<file path="src/rtl/hazard_ctrl_sb.sv">
// Pipeline hazard controller: E-stage forwarding, load-use stall, branch flush
// and a scoreboard for in-flight multi-cycle ops. Optional HAZARD_PERF_EN adds stall/flush counters.
module hazard_ctrl_sb #(
  parameter int REG_AW   = 5,
  parameter int MC_DEPTH = 2
) (
  input  logic              clk,
  input  logic              reset,
  input  logic [REG_AW-1:0] Rs1D,
  input  logic [REG_AW-1:0] Rs2D,
  input  logic [REG_AW-1:0] RdD,
  input  logic              RegWriteD,
  input  logic              McOpD,
  input  logic [REG_AW-1:0] Rs1E,
  input  logic [REG_AW-1:0] Rs2E,
  input  logic [REG_AW-1:0] RdE,
  input  logic              ResultSrcE0,
  input  logic              PCSrcE,
  input  logic [REG_AW-1:0] RdM,
  input  logic [REG_AW-1:0] RdW,
  input  logic              RegWriteM,
  input  logic              RegWriteW,
  input  logic              McStart,
  input  logic [REG_AW-1:0] McStartRd,
  input  logic              McDone,
  input  logic [REG_AW-1:0] McDoneRd,
  output logic [1:0]        ForwardAE,
  output logic [1:0]        ForwardBE,
  output logic              StallF,
  output logic              StallD,
  output logic              FlushD,
  output logic              FlushE,
`ifdef HAZARD_PERF_EN
  output logic [31:0]       StallCnt,
  output logic [31:0]       FlushCnt,
`endif
  output logic              McErr
);

  localparam int NREG = 2 ** REG_AW;
  localparam int CW   = $clog2(MC_DEPTH + 1);

  logic [NREG-1:0] pend, pend_next, done_mask, pend_src;
  logic [CW-1:0]   cnt, cnt_next;
  logic            cnt_full, cnt_empty;
  logic            lw_stall, sb_stall, inflight_hit;
  logic            start_ok, done_ok, err_now;

  always_comb begin
    ForwardAE = 2'b00;
    ForwardBE = 2'b00;
    if (RegWriteM && Rs1E == RdM && Rs1E != '0)      ForwardAE = 2'b10;
    else if (RegWriteW && Rs1E == RdW && Rs1E != '0) ForwardAE = 2'b01;
    if (RegWriteM && Rs2E == RdM && Rs2E != '0)      ForwardBE = 2'b10;
    else if (RegWriteW && Rs2E == RdW && Rs2E != '0) ForwardBE = 2'b01;
  end

  assign cnt_full  = (cnt == CW'(MC_DEPTH));
  assign cnt_empty = (cnt == '0);
  assign lw_stall  = ResultSrcE0 && (Rs1D == RdE || Rs2D == RdE) && RdE != '0;

  // Sources being written back this cycle read the fresh value (write-first
  // register file), so they are masked out of the source check only.
  always_comb begin
    done_mask = '0;
    if (McDone) done_mask[McDoneRd] = 1'b1;
    pend_src = pend & ~done_mask;
    inflight_hit = McStart && McStartRd != '0 &&
                   (McStartRd == Rs1D || McStartRd == Rs2D ||
                    (RegWriteD && McStartRd == RdD));
    sb_stall = pend_src[Rs1D] || pend_src[Rs2D] || (RegWriteD && pend[RdD]) ||
               (McOpD && cnt_full) || inflight_hit;
  end

  assign StallF = ~PCSrcE & (lw_stall | sb_stall);
  assign StallD = StallF;
  assign FlushD = PCSrcE;
  assign FlushE = PCSrcE | lw_stall | sb_stall;

  // A start at full occupancy is dropped unless a done frees a slot the same cycle.
  always_comb begin
    start_ok = McStart && !(cnt_full && !McDone);
    done_ok  = McDone && !cnt_empty;
    err_now  = (McStart && cnt_full && !McDone) || (McDone && cnt_empty) ||
               (McDone && !pend[McDoneRd]);
    pend_next = pend & ~done_mask;
    if (start_ok && McStartRd != '0) pend_next[McStartRd] = 1'b1;
    cnt_next = cnt;
    if (start_ok && !done_ok)      cnt_next = cnt + CW'(1);
    else if (done_ok && !start_ok) cnt_next = cnt - CW'(1);
  end

  always_ff @(posedge clk) begin
    if (reset) begin
      pend  <= '0;
      cnt   <= '0;
      McErr <= 1'b0;
    end else begin
      pend  <= pend_next;
      cnt   <= cnt_next;
      McErr <= McErr | err_now;
    end
  end

`ifdef HAZARD_PERF_EN
  always_ff @(posedge clk) begin
    if (reset) begin
      StallCnt <= '0;
      FlushCnt <= '0;
    end else begin
      if (StallD && StallCnt != '1) StallCnt <= StallCnt + 32'd1;
      if (FlushD && FlushCnt != '1) FlushCnt <= FlushCnt + 32'd1;
    end
  end
`endif

endmodule

</file>
<file path="config.mk">
export PLATFORM = sky130hd
export DESIGN_NAME = hazard_ctrl_sb
export DESIGN_NICKNAME = d
export VERILOG_FILES = /design/src/rtl/hazard_ctrl_sb.sv
export SDC_FILE = /design/constraint.sdc
export NUM_CORES = 1
export LEC_CHECK = 0
export CAP_MARGIN = 20
export CELL_PAD_IN_SITES_DETAIL_PLACEMENT = 1
export CELL_PAD_IN_SITES_GLOBAL_PLACEMENT = 2
export CORE_MARGIN = 4
export CORE_UTILIZATION = 32
export DETAILED_ROUTE_END_ITERATION = 16
export HOLD_SLACK_MARGIN = 0.03
export PLACE_DENSITY_LB_ADDON = 0.1
export SLEW_MARGIN = 20
export SYNTH_ARGS = -nofsm -noshare
export SYNTH_HDL_FRONTEND = slang
export SYNTH_SLANG_ARGS = --single-unit
</file>
<file path="constraint.sdc">
create_clock -name clk -period 4.1 [get_ports clk]
set_input_delay 1.025 -clock clk [delete_from_list [all_inputs] [get_ports clk]]
set_output_delay 1.025 -clock clk [all_outputs]
set_load 0.1 [all_outputs]
</file>
Word level (Yosys, flattened, before mapping)
Index checks and enable logic that the tools add are counted. Widths: inputs -> output; s select.

Register bits: 35. Output and inout bits: 9. Logic and storage cells: 99.

Add/sub/neg operators: 2. $lt $le $gt $ge: 7. Reductions and logical operators: 48. Equality and inequality tests: 10. Bitwise operators: 9. Mux-type cells: 20.

Operator list (number): $mux 32 (2); $eq 5x5->1 (9); $and 32x32->32 (1); $not 32->32 (1); $or 32x32->32 (1); $lt 5x6->1 const B (5); $logic_and 1x1->1 (27); $bmux 1 s5 (4); $reduce_bool 5->1 (4); $demux 1 s5 (2); $ge 5x1->1 const B (2); $logic_or 1x1->1 (9); $mux 1 (8); $mux 2 (4); $logic_not 1->1 (6); $or 1x1->1 (4); $add 2x1->2 const B (1); $eq 2x2->1 const B (1); $logic_not 2->1 (1); $reduce_bool 2->1 (1); $sub 2x1->2 const B (1); $and 1x1->1 (1); $not 1->1 (1).

Longest topological paths before layout
Gate-level depths: netlist of run 1.

Depth in word-level cells: 15. Mapped depth: 10.

Worst setup path after synthesis of run 1
OpenSTA, ideal clock, no wires.

Kind: input port to output port. Start: in Rs1E[2]. End: out ForwardAE[0]. Data required time: 3075 ps. Cell stages on the path: 4. Arrival: 6122 ps. Slack: -3047 ps. Path buffers: 0. Cells stage by stage: xnor2_1 > nand4_1 > nor4_1 > nor4_1.

Longest elaborated chain between the ends: 5. Elaborated cells on any way between the ends: 9. Classes of those cells: 2 x eq/ne; 2 x mux; 5 x reduce/logical.

RTL lines: start, declared (line 14) `input logic [REG_AW-1:0] Rs1E,`; $eq 5x5->1 (line 53) `else if (RegWriteW && Rs1E == RdW && Rs1E != '0) ForwardAE = 2'b01;`; $logic_and 1x1->1 (2 in series) (line 53); $mux 1 (line 53); $mux 2 (*) (line 52) `if (RegWriteM && Rs1E == RdM && Rs1E != '0) ForwardAE = 2'b10;`; end, declared (line 27) `output logic [1:0] ForwardAE,`.

Mark *: on every way between the ends. The rest lies on a longest branch, timed or not.

Final worst setup path of run 1
Start: in McDoneRd[4]. End: out FlushE.

Longest elaborated chain between the ends: 14. Elaborated cells on any way between the ends: 17. Classes of those cells: 2 x order compare; 7 x mux; 3 x bitwise; 5 x reduce/logical.

RTL lines: start, declared (line 26) `input logic [REG_AW-1:0] McDoneRd,`; $lt 5x6->1 (implied by the code) / $ge 5x1->1 (equally long branches) (line 66) `if (McDone) done_mask[McDoneRd] = 1'b1;`; $logic_and 1x1->1 (implied by the code) (line 66); $mux 1 (implied by the code) (line 66); $demux 1 s5 (*) (line 66); $mux 32 (*) (line 66); $not 32->32 (*) (line 67) `pend_src = pend & ~done_mask;`; $and 32x32->32 (*) (line 67); $bmux 1 s5 (line 71) `sb_stall = pend_src[Rs1D] || pend_src[Rs2D] || (RegWriteD && pend[RdD]) ||`; $mux 1 (implied by the code) (line 71); $logic_or 1x1->1 (*) (3 in series) (line 71); $logic_or 1x1->1 (*) (line 72) `(McOpD && cnt_full) || inflight_hit;`; $or 1x1->1 (*) (line 78) `assign FlushE = PCSrcE | lw_stall | sb_stall;`; end, declared (line 32) `output logic FlushE,`.

Mark *: on every way between the ends. The rest lies on a longest branch, timed or not. The select of a mux whose other input is x is not followed.

==> flow_summary.ini, run 1 <==
[timing]
slew_viol_final = 0
clock.fmax_ghz = 0.242
clock-skew-final_ps = 2.76
finalSetupViolations = 1
fin_ws_ps = -28.3
tightest_slew_ps = 969
whs_ps = 509
rsz0062_at_grt = yes
max_slew_margin = 0.352
hold_viol = 0
fin_crit_ps = 4130
fin_crit_sh = 1.01

[die]
die_area_um2 = 13500
placeableCoreArea_um2 = 11400
die_w_um = 116
initial_core_util = 0.327
die_h_um = 116
fp-row-count = 39
io_pins = 69

[grt]
grt_overflow = 0
grt_most_used_layer = met2
globalRouteMet2Util = 0.415
grt_pass1_wl_mm = 25.7
track_usage = 0.247
grt_max_degree = 36
met1_usage = 0.344
grt_pass1_vias = 4532
antenna_found_initial = 0
met3_usage = 0.0225

[power_and_ir_drop]
finalPower_mw = 1.28
p_comb_frac = 0.419
switching_share = 0.342
power.density_nw_per_um2 = 218
irDropWorstVdd_mv = 0.259
power_frac_clock = 0.289
p_switching_mw = 0.437
intPower_mw = 0.840
p_leak_nw = 2.18
pwr-share-seq = 0.292

[yosys]
yosysWarnings = 0
synth_edf_count = 0
synth_ff_type = dfxtp_1
synth_top_family_by_area = simple AND/OR/NAND/NOR gates
synth_xor_area_frac = 0.126
synthAdderAreaFrac = 0.00335
yosys-mux-area-fraction = 0.181
yosys.area_share.simple = 0.221
synth-compound-area-share = 0.217
ys_seq_area_frac = 0.188
synth_cell_types = 72
syn-num-nets = 509
ys_ff_latch = 35
async_flop_share = 0
synthCells = 448
syn_area_um2 = 3730
syn_area_per_cell_um2 = 8.33

[route]
via_count = 4189
drc = 0
wl_mm = 16.4
wl_per_cell_um = 22.1
antenna_left = 0
drt-pass1-iter-count = 4
via_per_inst = 5.64
drt_iter0_markers = 262

[critical_path]
crit_path_start_kind = primary input
cp.required_ps = 3070
r2r_end = cnt[1]
worstPathMaxFanout = 6
worstPathArrival_ps = 3100
reg2reg_from = cnt[0]
reg2reg_depth = 6
reg2reg_slack_ps = 2130
end_kind = output pin
path_class = primary input to output pin

[clock_network]
insertion_delay_ps = 280
cts_buffers = 5
cts_tree = done
clk_path_buf_depth = 2
cts_hold_buf = 0
root_buffer = clkbuf_16
clock-sinks = 35
path_clk_slew_ps = 50
h-tree-depth = 2

[cells_and_area]
mostFrequentLayoutCell = buf_4
drive_above_1_share = 0.350
final_cell_mix = buf_4, nand2_1, clkdlybuf4s50_1, a21oi_1, dfxtp_1
areaGrowthSynthToFinish_pct = 56.8
n_fill_cell = 1357
layout.cells.non_filler = 743
diodes = 0
nets = 661

[min_path]
hold_path_end = McErr
hold-path-cell-count = 2
hp-start = McErr
hold_class = register to register

[run_status]
violations = setup timing
status = complete, but fails checks

[placed_design]
place.gp.congestion = 0.916
pre_cts_ws_ps = -556
dp_hpwl_mm = 13.2
placed_cells = 718
io_buffers = 68

[run]
maxCapViolCount = 0
==> metrics by stage <==
step                       util  TNS [ps]  cell area [um^2]
after floorplan               -      -582              3870
after global placement    0.469     -1320              5360
after detailed placement  0.469     -1630              5360
after CTS                 0.499      -106              5700
after global routing      0.512      -202              5850
final                     0.512     -28.3              5850
==> how the worst max path moves through the flow <==
stage / slack (ps) / startpoint / end / cells past startpoint
floorplan: -260 / McDoneRd[2] / FlushE / 7
global placement: -450 / McDone / FlushE / 10
detailed placement: -560 / Rs2D[1] / FlushE / 9
CTS: -80 / McDoneRd[3] / FlushE / 10
global route: -110 / McDoneRd[4] / FlushE / 10
finish: -30 / McDoneRd[4] / FlushE / 10
==> flip-flops by register name, summed over array words and instances, names as in the netlist <==
name and cells:
pend 32, cnt 2, McErr 1
==> layer usage <==
metal,vias to the layer above,part of all wire
li1,1986,-
met1,2066,0.43
met2,121,0.49
met3,16,0.061
met4,0,0.017
met5,-,0
==> synth_stat cells (2+ instances only) <==
master	number	area, um^2
mux2i_1	18	180
o21ai_0	36	180
nand4b_1	4	35.0
nor4_2	2	25.0
nor3_1	10	50.1
clkbuf_1	17	63.8
o21ai_1	3	15.0
nand3_1	6	30.0
xor2_1	29	254
mux4_2	19	428
a31oi_1	7	43.8
a21oi_1	36	180
o311ai_0	4	35.0
buf_2	12	60.1
mux2_2	2	22.5
nand3b_1	2	15.0
or2_1	2	12.5
or3_1	2	12.5
a311oi_1	5	43.8
inv_1	4	15.0
o221a_2	2	22.5
and3_1	4	25.0
o211ai_2	2	25.0
a211oi_1	3	22.5
nor2_1	16	60.1
and3b_1	3	26.3
or4_1	3	22.5
nand2_1	45	169
a22oi_1	2	15.0
nand2b_1	10	62.6
buf_4	10	75.1
inv_2	3	11.3
o31ai_1	2	15.0
o211ai_1	2	15.0
nor3b_1	5	37.5
nor4_1	9	56.3
nand4_1	6	37.5
dfxtp_1	35	701
a2111oi_0	4	35.0
xnor2_1	23	201
mux2_1	4	45.0
nor2b_1	5	31.3
==> power groups by stage <==
stage | Combinational (mW) | Sequential, mW | Clock (mW)
finish | 0.535 | 0.373 | 0.370
global route | 0.572 | 0.377 | 0.390
CTS | 0.520 | 0.373 | 0.379
detailed placement | 0.502 | 0.380 | 0
global placement | 0.492 | 0.379 | 0
floorplan | 0.277 | 0.383 | 0
==> cells by family (layout without fill, tap and decap cells) <==
kind of cell | Yosys count | after routing
compound gates | 125 | 125
buf+inv | 47 | 199
flops | 35 | 35
fa+ha+maj | 1 | 1
mux | 43 | 43
simple gates | 144 | 144
xor+xnor | 53 | 53
==> layout make-up <==
| type | count | area [um^2] | share of cell area |
|---|---|---|---|
| Clock buffer | 6 | 139 | 0.0237 |
| Clock inverter | 1 | 5.00 | 0.000855 |
| Inverter | 7 | 26.3 | 0.00449 |
| Multi-Input combinational cell | 366 | 3100 | 0.530 |
| Sequential cell | 35 | 701 | 0.120 |
| Tap cell | 143 | 179 | 0.0306 |
| Timing Repair Buffer | 185 | 1700 | 0.291 |
==> what timing repair did <==
item                       4_1_cts  5_1_grt
buffers inserted                13        4
pin swaps                       19       16
gates cloned                     0        1
setup endpoints to repair        3        3
resized for setup               68       30
==> critical path: stages <==
cell and delay, ps:
buf_8 100, buf_6 110, or4b_4 610, o211ai_2 200, o2111ai_2 120, and3_4 190
a211oi_2 200, buf_4 170, nand4b_1 150, buf_12 210
(Power assumes the default switching activity.)
==> run 2: changes to the inputs <==
- ABC_CLOCK_PERIOD_IN_PS: default -> 4100
==> results of run 2 <==
No change in the layout: final DEF, timing and power equal those of run 1.
==> RTL change 1: new RTL, settings of run 2 <==
The option `HAZARD_PERF_EN` is turned on by a define.
--- a/src/rtl/hazard_ctrl_sb.sv
+++ b/src/rtl/hazard_ctrl_sb.sv
@@ -1,5 +1,7 @@
 // Pipeline hazard controller: E-stage forwarding, load-use stall, branch flush
 // and a scoreboard for in-flight multi-cycle ops. Optional HAZARD_PERF_EN adds stall/flush counters.
+`define HAZARD_PERF_EN
+
 module hazard_ctrl_sb #(
   parameter int REG_AW   = 5,
   parameter int MC_DEPTH = 2
Behaviour (old outputs only; new: FlushCnt and StallCnt): unchanged (Yosys induction, for registers that start in step).
==> RTL change 1 against run 2 <==
Routed wire length grew 75%; global-route usage down 0.96 points; the flow still finishes with violations (negative setup slack); clock power increased by 130%; combinational power increased by 44%; area after synthesis is 78% higher; sequential share of layout area up 7.4 points; total power rose by 110%; non-clock buffer count up 114; design area is 75% higher; synthesized cell count up 82%; worst setup slack improved by 9.5 ps; sequential cell count is 64 higher.
==> RTL change 1: results (changes against run 2) <==
path_clk_slew_ps: 70  # was 50 ps
synth_area_leaders: "dfxtp_1, mux4_2, xor2_1"  # unchanged
placed_area_um2: 9210  # was 5359 µm²
finalSetupTns_ps: -51.81  # was -28.31 ps
dr.pass1.iters: 5  # was 4
wirelength_um: 28840  # was 16440 µm
gp_congestion: 1.026  # was 0.9161
arrival_ps: 3090  # was 3100 ps
clk_latency_ps: 360  # was 280 ps
p_total_w: 0.002638  # was 0.001277 W
grt_pass1_vias: 7993  # was 4532
cts_buffer_depth: 2  # unchanged
async_flop_share_pct: 0  # unchanged
ir_drop_v: 0.0002465  # was 0.0002595 V
post-place-cells: 1294  # was 718
outcome: "finished, violations left"  # unchanged
p_leak_nw: 3.789  # was 2.182 nW
maxSlewHeadroom_pct: 30.68  # was 35.21%
htreeDepth: 3  # was 2
routed_via_density: 5.573  # was 5.638
grt_max_degree: 91  # was 36
drcViolationCount: 0  # unchanged
synth_common_cells: "dfxtp_1, nor2_1, nand2_1"  # was nand2_1, a21oi_1, o21ai_0
netlist-cell-type-count: 61  # was 72
cts_inserted_buffers: 9  # was 5
slowest_delay_ps: 360  # was 610 ps
instances_no_fill: 1350  # was 743
pwr-share-comb_pct: 29.2  # was 41.9%
grt_antenna_before_repair: 0  # unchanged
max_cap_viol_count: 0  # unchanged
yosys_warnings: 0  # unchanged
drt-initial-drc-count: 343  # was 262
n_antenna_cell: 0  # unchanged
hold_class: "register to register"  # unchanged
crit_path_top_delay_cell: "o311a_4"  # was or4b_4
port_buffers: 132  # was 68
p_clk_share_pct: 32.7  # was 28.9%
critPathMaxFanout: 7  # was 6
ys_seq_area_share_pct: 29.77  # was 18.77%
syn_nets: 880  # was 509
clock_skew_ps: 11.72  # was 2.762 ps
synth.avg_cell_area_um2: 8.149  # was 8.331 µm²
dpl.hpwl_um: 21490  # was 13240 µm
violations: "negative setup slack"  # unchanged
p_int_w: 0.001756  # was 0.0008400 W
grt_first_pass_wirelength_um: 44940  # was 25660 µm
fin_ws_ps: -18.82  # was -28.31 ps
grtUsageTotal_pct: 23.72  # was 24.68%
reg.largest.list: "FlushCnt x32, StallCnt x32, pend x32"  # was pend x32, cnt x2, McErr x1
clockRootBuffer: "clkbuf_16"  # unchanged
setup_viol_count_final: 3  # was 1
final_layout_size_suffix_gt1_share_pct: 27.78  # was 35.00%
fin_nets: 1138  # was 661
## RTL change 1: cell types whose count changed after synthesis, sizes merged, moves of 9 or more
| cell | run 2 | this run |
|---|---|---|
| clkbuf | 17 | 26 |
| nor3 | 10 | 32 |
| nor2 | 16 | 75 |
| xor2 | 30 | 44 |
| dfxtp | 35 | 99 |
| nand2 | 46 | 67 |
| xnor2 | 23 | 32 |
| a21oi | 36 | 60 |
| o21ai | 40 | 55 |
| mux2 | 6 | 16 |
| or3 | 2 | 21 |
| nor2b | 5 | 17 |
| nand3 | 6 | 47 |
| nand4 | 7 | 27 |
## RTL change 1: final timing paths
check	end	depth (start not counted)	start	slack, ps
setup / recovery	FlushE	11	McDoneRd[1]	-20
hold / removal	StallCnt[8]$_SDFFE_PP0P_	2	StallCnt[8]$_SDFFE_PP0P_	510
setup reg to reg	StallCnt[24]$_SDFFE_PP0P_	20	pend[15]$_SDFF_PP0_	610
hold reg to reg	StallCnt[8]$_SDFFE_PP0P_	2	StallCnt[8]$_SDFFE_PP0P_	510
## RTL change 1: routing by layer
| metal | global-route usage, % | vias up | part of all wire, % |
|---|---|---|---|
| met5 | 0 | - | 0 |
| met1 | 29.01 | 3739 | 42 |
| li1 | - | 3489 | - |
| met3 | 3.323 | 79 | 3.9 |
| met4 | 10.06 | 0 | 4.3 |
| met2 | 41.70 | 216 | 50 |
## RTL change 1: through the flow
step                      util, %  worst slack, ps
after detailed placement    45.23           -769.2
after floorplan                 -           -284.1
after CTS                   48.26           -69.71
after global placement      45.23           -794.3
after global routing        50.14           -89.00
final                       50.14           -18.82
## RTL change 1: area by class of cell
| cell class | count | area, µm² |
|---|---|---|
| Tap cell | 270 | 337.8 |
| Inverter | 11 | 41.29 |
| Clock buffer | 10 | 239.0 |
| Timing Repair Buffer | 299 | 2741 |
| Multi-Input combinational cell | 655 | 4816 |
| Fill cell | 2357 | 10150 |
| Clock inverter | 6 | 53.80 |
| Sequential cell | 99 | 1982 |
## RTL change 1: kinds of logic after synthesis
family                   Yosys count  synth area share (%)
flip-flops                        99                 29.77
multiplexers                      50                 11.58
AND/OR/NAND/NOR                  381                 30.99
AO/OA/AOI/OAI                    145                 12.35
XOR/XNOR                          76                 10.11
buffers and inverters             63                 4.642
adder cells (fa/ha/maj)            3                0.5639
## RTL change 1: critical path: cells and delay by family
family / cells / cell delay, ps
XOR/XNOR: 1 / 200
AO/OA/AOI/OAI: 2 / 450
buffers and inverters: 4 / 640
AND/OR/NAND/NOR: 4 / 760
## RTL change 1: timing repair
| action | in CTS | in global routing |
|---|---|---|
| hold buffers | 0 | 0 |
| resized for setup | 91 | 91 |
| pin swaps | 18 | 39 |
| buffers inserted | 27 | 15 |
| setup endpoints to repair | 13 | 4 |
==> RTL change 2: new RTL, config.mk and constraints of run 2 <==
Made on the original files. Register the output `McErr` once more, with the module's reset; this adds one clock of latency there. The other outputs are not delayed to match.
--- a/src/rtl/hazard_ctrl_sb.sv
+++ b/src/rtl/hazard_ctrl_sb.sv
@@ -39,6 +39,8 @@
 
   localparam int NREG = 2 ** REG_AW;
   localparam int CW   = $clog2(MC_DEPTH + 1);
+
+  logic McErr_s0;
 
   logic [NREG-1:0] pend, pend_next, done_mask, pend_src;
   logic [CW-1:0]   cnt, cnt_next;
@@ -94,11 +96,11 @@
     if (reset) begin
       pend  <= '0;
       cnt   <= '0;
-      McErr <= 1'b0;
+      McErr_s0 <= 1'b0;
     end else begin
       pend  <= pend_next;
       cnt   <= cnt_next;
-      McErr <= McErr | err_now;
+      McErr_s0 <= McErr_s0 | err_now;
     end
   end
 
@@ -114,5 +116,13 @@
   end
 `endif
 
+  always_ff @(posedge clk) begin
+    if (reset) begin
+      McErr <= '0;
+    end else begin
+      McErr <= McErr_s0;
+    end
+  end
+
 endmodule
 
Behaviour: not the same (a bounded check fails within 4 cycles, from zero or initial values and one cycle with reset high).
==> RTL change 2 against run 2 <==
The run still ends with negative setup slack left; design area down 4.5%; clock skew rose by 5.9 ps; synthesized cell count fell by 0.89%; highest routed layer unchanged; total power shrank 0.97%; area after synthesis down 0.40%; global-route usage down 0.77 points; worst setup slack worse by 7.0 ps; via count fell by 1.1%; first-iteration DRC count fell by 27%; sequential cell count increased by 1; count of clock-buffer cells in the layout shrank 1; routed wire length shrank 3.3%; register-to-register slack lost 110 ps; worst hold slack got worse by 40 ps.
==> RTL change 2: results (changes against run 2) <==
netlist-cell-type-count: 57  # was 72
drt-initial-drc-count: 191  # was 262
p_total_w: 0.001265  # was 0.001277 W
fin_nets: 635  # was 661
reg2reg_from: "pend[21]$_SDFF_PP0_"  # was cnt[0]$_SDFFE_PP0P_
critPathMaxFanout: 5  # was 6
grtUsageTotal_pct: 23.91  # was 24.68%
gp_congestion: 0.9294  # was 0.9161
setup_viol_count_final: 1  # unchanged
hp-start: "McErr_s0$_SDFF_PP0_"  # was McErr$_SDFF_PP0_
crit_path_top_delay_cell: "a311o_1"  # was or4b_4
violations: "negative setup slack"  # unchanged
arrival_ps: 3110  # was 3100 ps
synth_common_cells: "nand2_1, o21ai_0, dfxtp_1"  # was nand2_1, a21oi_1, o21ai_0
routed_via_density: 5.769  # was 5.638
dp_slack_ps: -631.7  # was -555.7 ps
ys_seq_area_share_pct: 19.39  # was 18.77%
grt_max_degree: 21  # was 36
outcome: "finished, violations left"  # unchanged
synth_area_leaders: "dfxtp_1, mux4_2, xor2_1"  # unchanged
worst_pin_slew_ps: 962.5  # was 968.8 ps
fin_ws_ps: -35.36  # was -28.31 ps
r2r-end: "McErr_s0$_SDFF_PP0_"  # was cnt[1]$_SDFFE_PP0P_
grt_first_pass_wirelength_um: 24740  # was 25660 µm
wl_per_cell_um: 22.15  # was 22.13 µm
final_layout_size_suffix_gt1_share_pct: 33.74  # was 35.00%
clock_skew_ps: 8.650  # was 2.762 ps
hold_ws_ps: 469.1  # was 509.2 ps
dpl.hpwl_um: 12710  # was 13240 µm
finalSetupTns_ps: -35.36  # was -28.31 ps
worstHoldPathCells: 1  # was 2
[RTL change 2: changes by cell type after synthesis, sizes merged, moves of 4 or more]
cell,change
nor4,-5
o31ai,+4
nor2,-4
buf,-4
nor3,+6
mux2,+11
[RTL change 2: layout make-up]
cell class | instances | area share [%]
Tap cell | 143 | 3.201
Clock buffer | 5 | 2.239
Inverter | 10 | 0.6716
Timing Repair Buffer | 162 | 26.12
Multi-Input combinational cell | 359 | 54.53
Sequential cell | 36 | 12.89
Clock inverter | 3 | 0.3358
[RTL change 2: power by group]
group	switching, W	internal (W)	leakage (nW)
clock network	0.000156	0.000224	0.0736
logic	0.000270	0.000230	1.65
registers	0.0000201	0.000365	0.292
[RTL change 2: worst register-to-register path, delay by kind of cell, from the launching register on]
| kind | cells | cell delay (ps) |
|---|---|---|
| flops | 1 | 530 |
| compound gates | 1 | 220 |
| mux | 3 | 1130 |
| simple gates | 1 | 60 |
[RTL change 2: worst max path at each step]
stage	from	endpoint	slack, ps	cells after the start
2_1_floorplan	Rs1D[0]	FlushE	-430	7
3_3_place_gp	McDone	FlushE	-630	13
3_5_place_dp	McDone	FlushE	-630	13
4_1_cts	Rs1D[0]	FlushE	-100	10
5_1_grt	McDoneRd[2]	FlushE	-90	9
6_report	McDoneRd[2]	FlushE	-40	9
[RTL change 2: timing repair]
action	in CTS	in global routing
hold buffers	0	0
endpoints found under the setup margin	3	3
pin swaps	13	10
resized for setup	82	42
setup buffers	1	3
[RTL change 2: layer usage]
layer,track usage (%),share of wire [%],vias to the layer above
met1,31.46,41,2030
met3,2.715,6.5,24
met5,0,0,-
met2,42.16,50,147
met4,5.336,2.2,0
li1,-,-,1941
[RTL change 2: cell families after synthesis]
| kind of cell | count (synthesis) | share of synthesized area (%) |
|---|---|---|
| AOI/OAI and AO/OA | 124 | 21.51 |
| muxes | 53 | 22.11 |
| xor gates and xnor gates | 50 | 11.78 |
| DFF | 36 | 19.39 |
| buffers and inverters | 49 | 5.924 |
| adders and majority gates | 1 | 0.3365 |
| and+or+nand+nor | 131 | 18.95 |
[RTL change 2: stage by stage]
stage               util, %  instances
floorplan                 -        444
global placement      45.89        708
detailed placement    45.89        708
CTS                   48.01        717
global route          48.95        718
finish                48.95        718
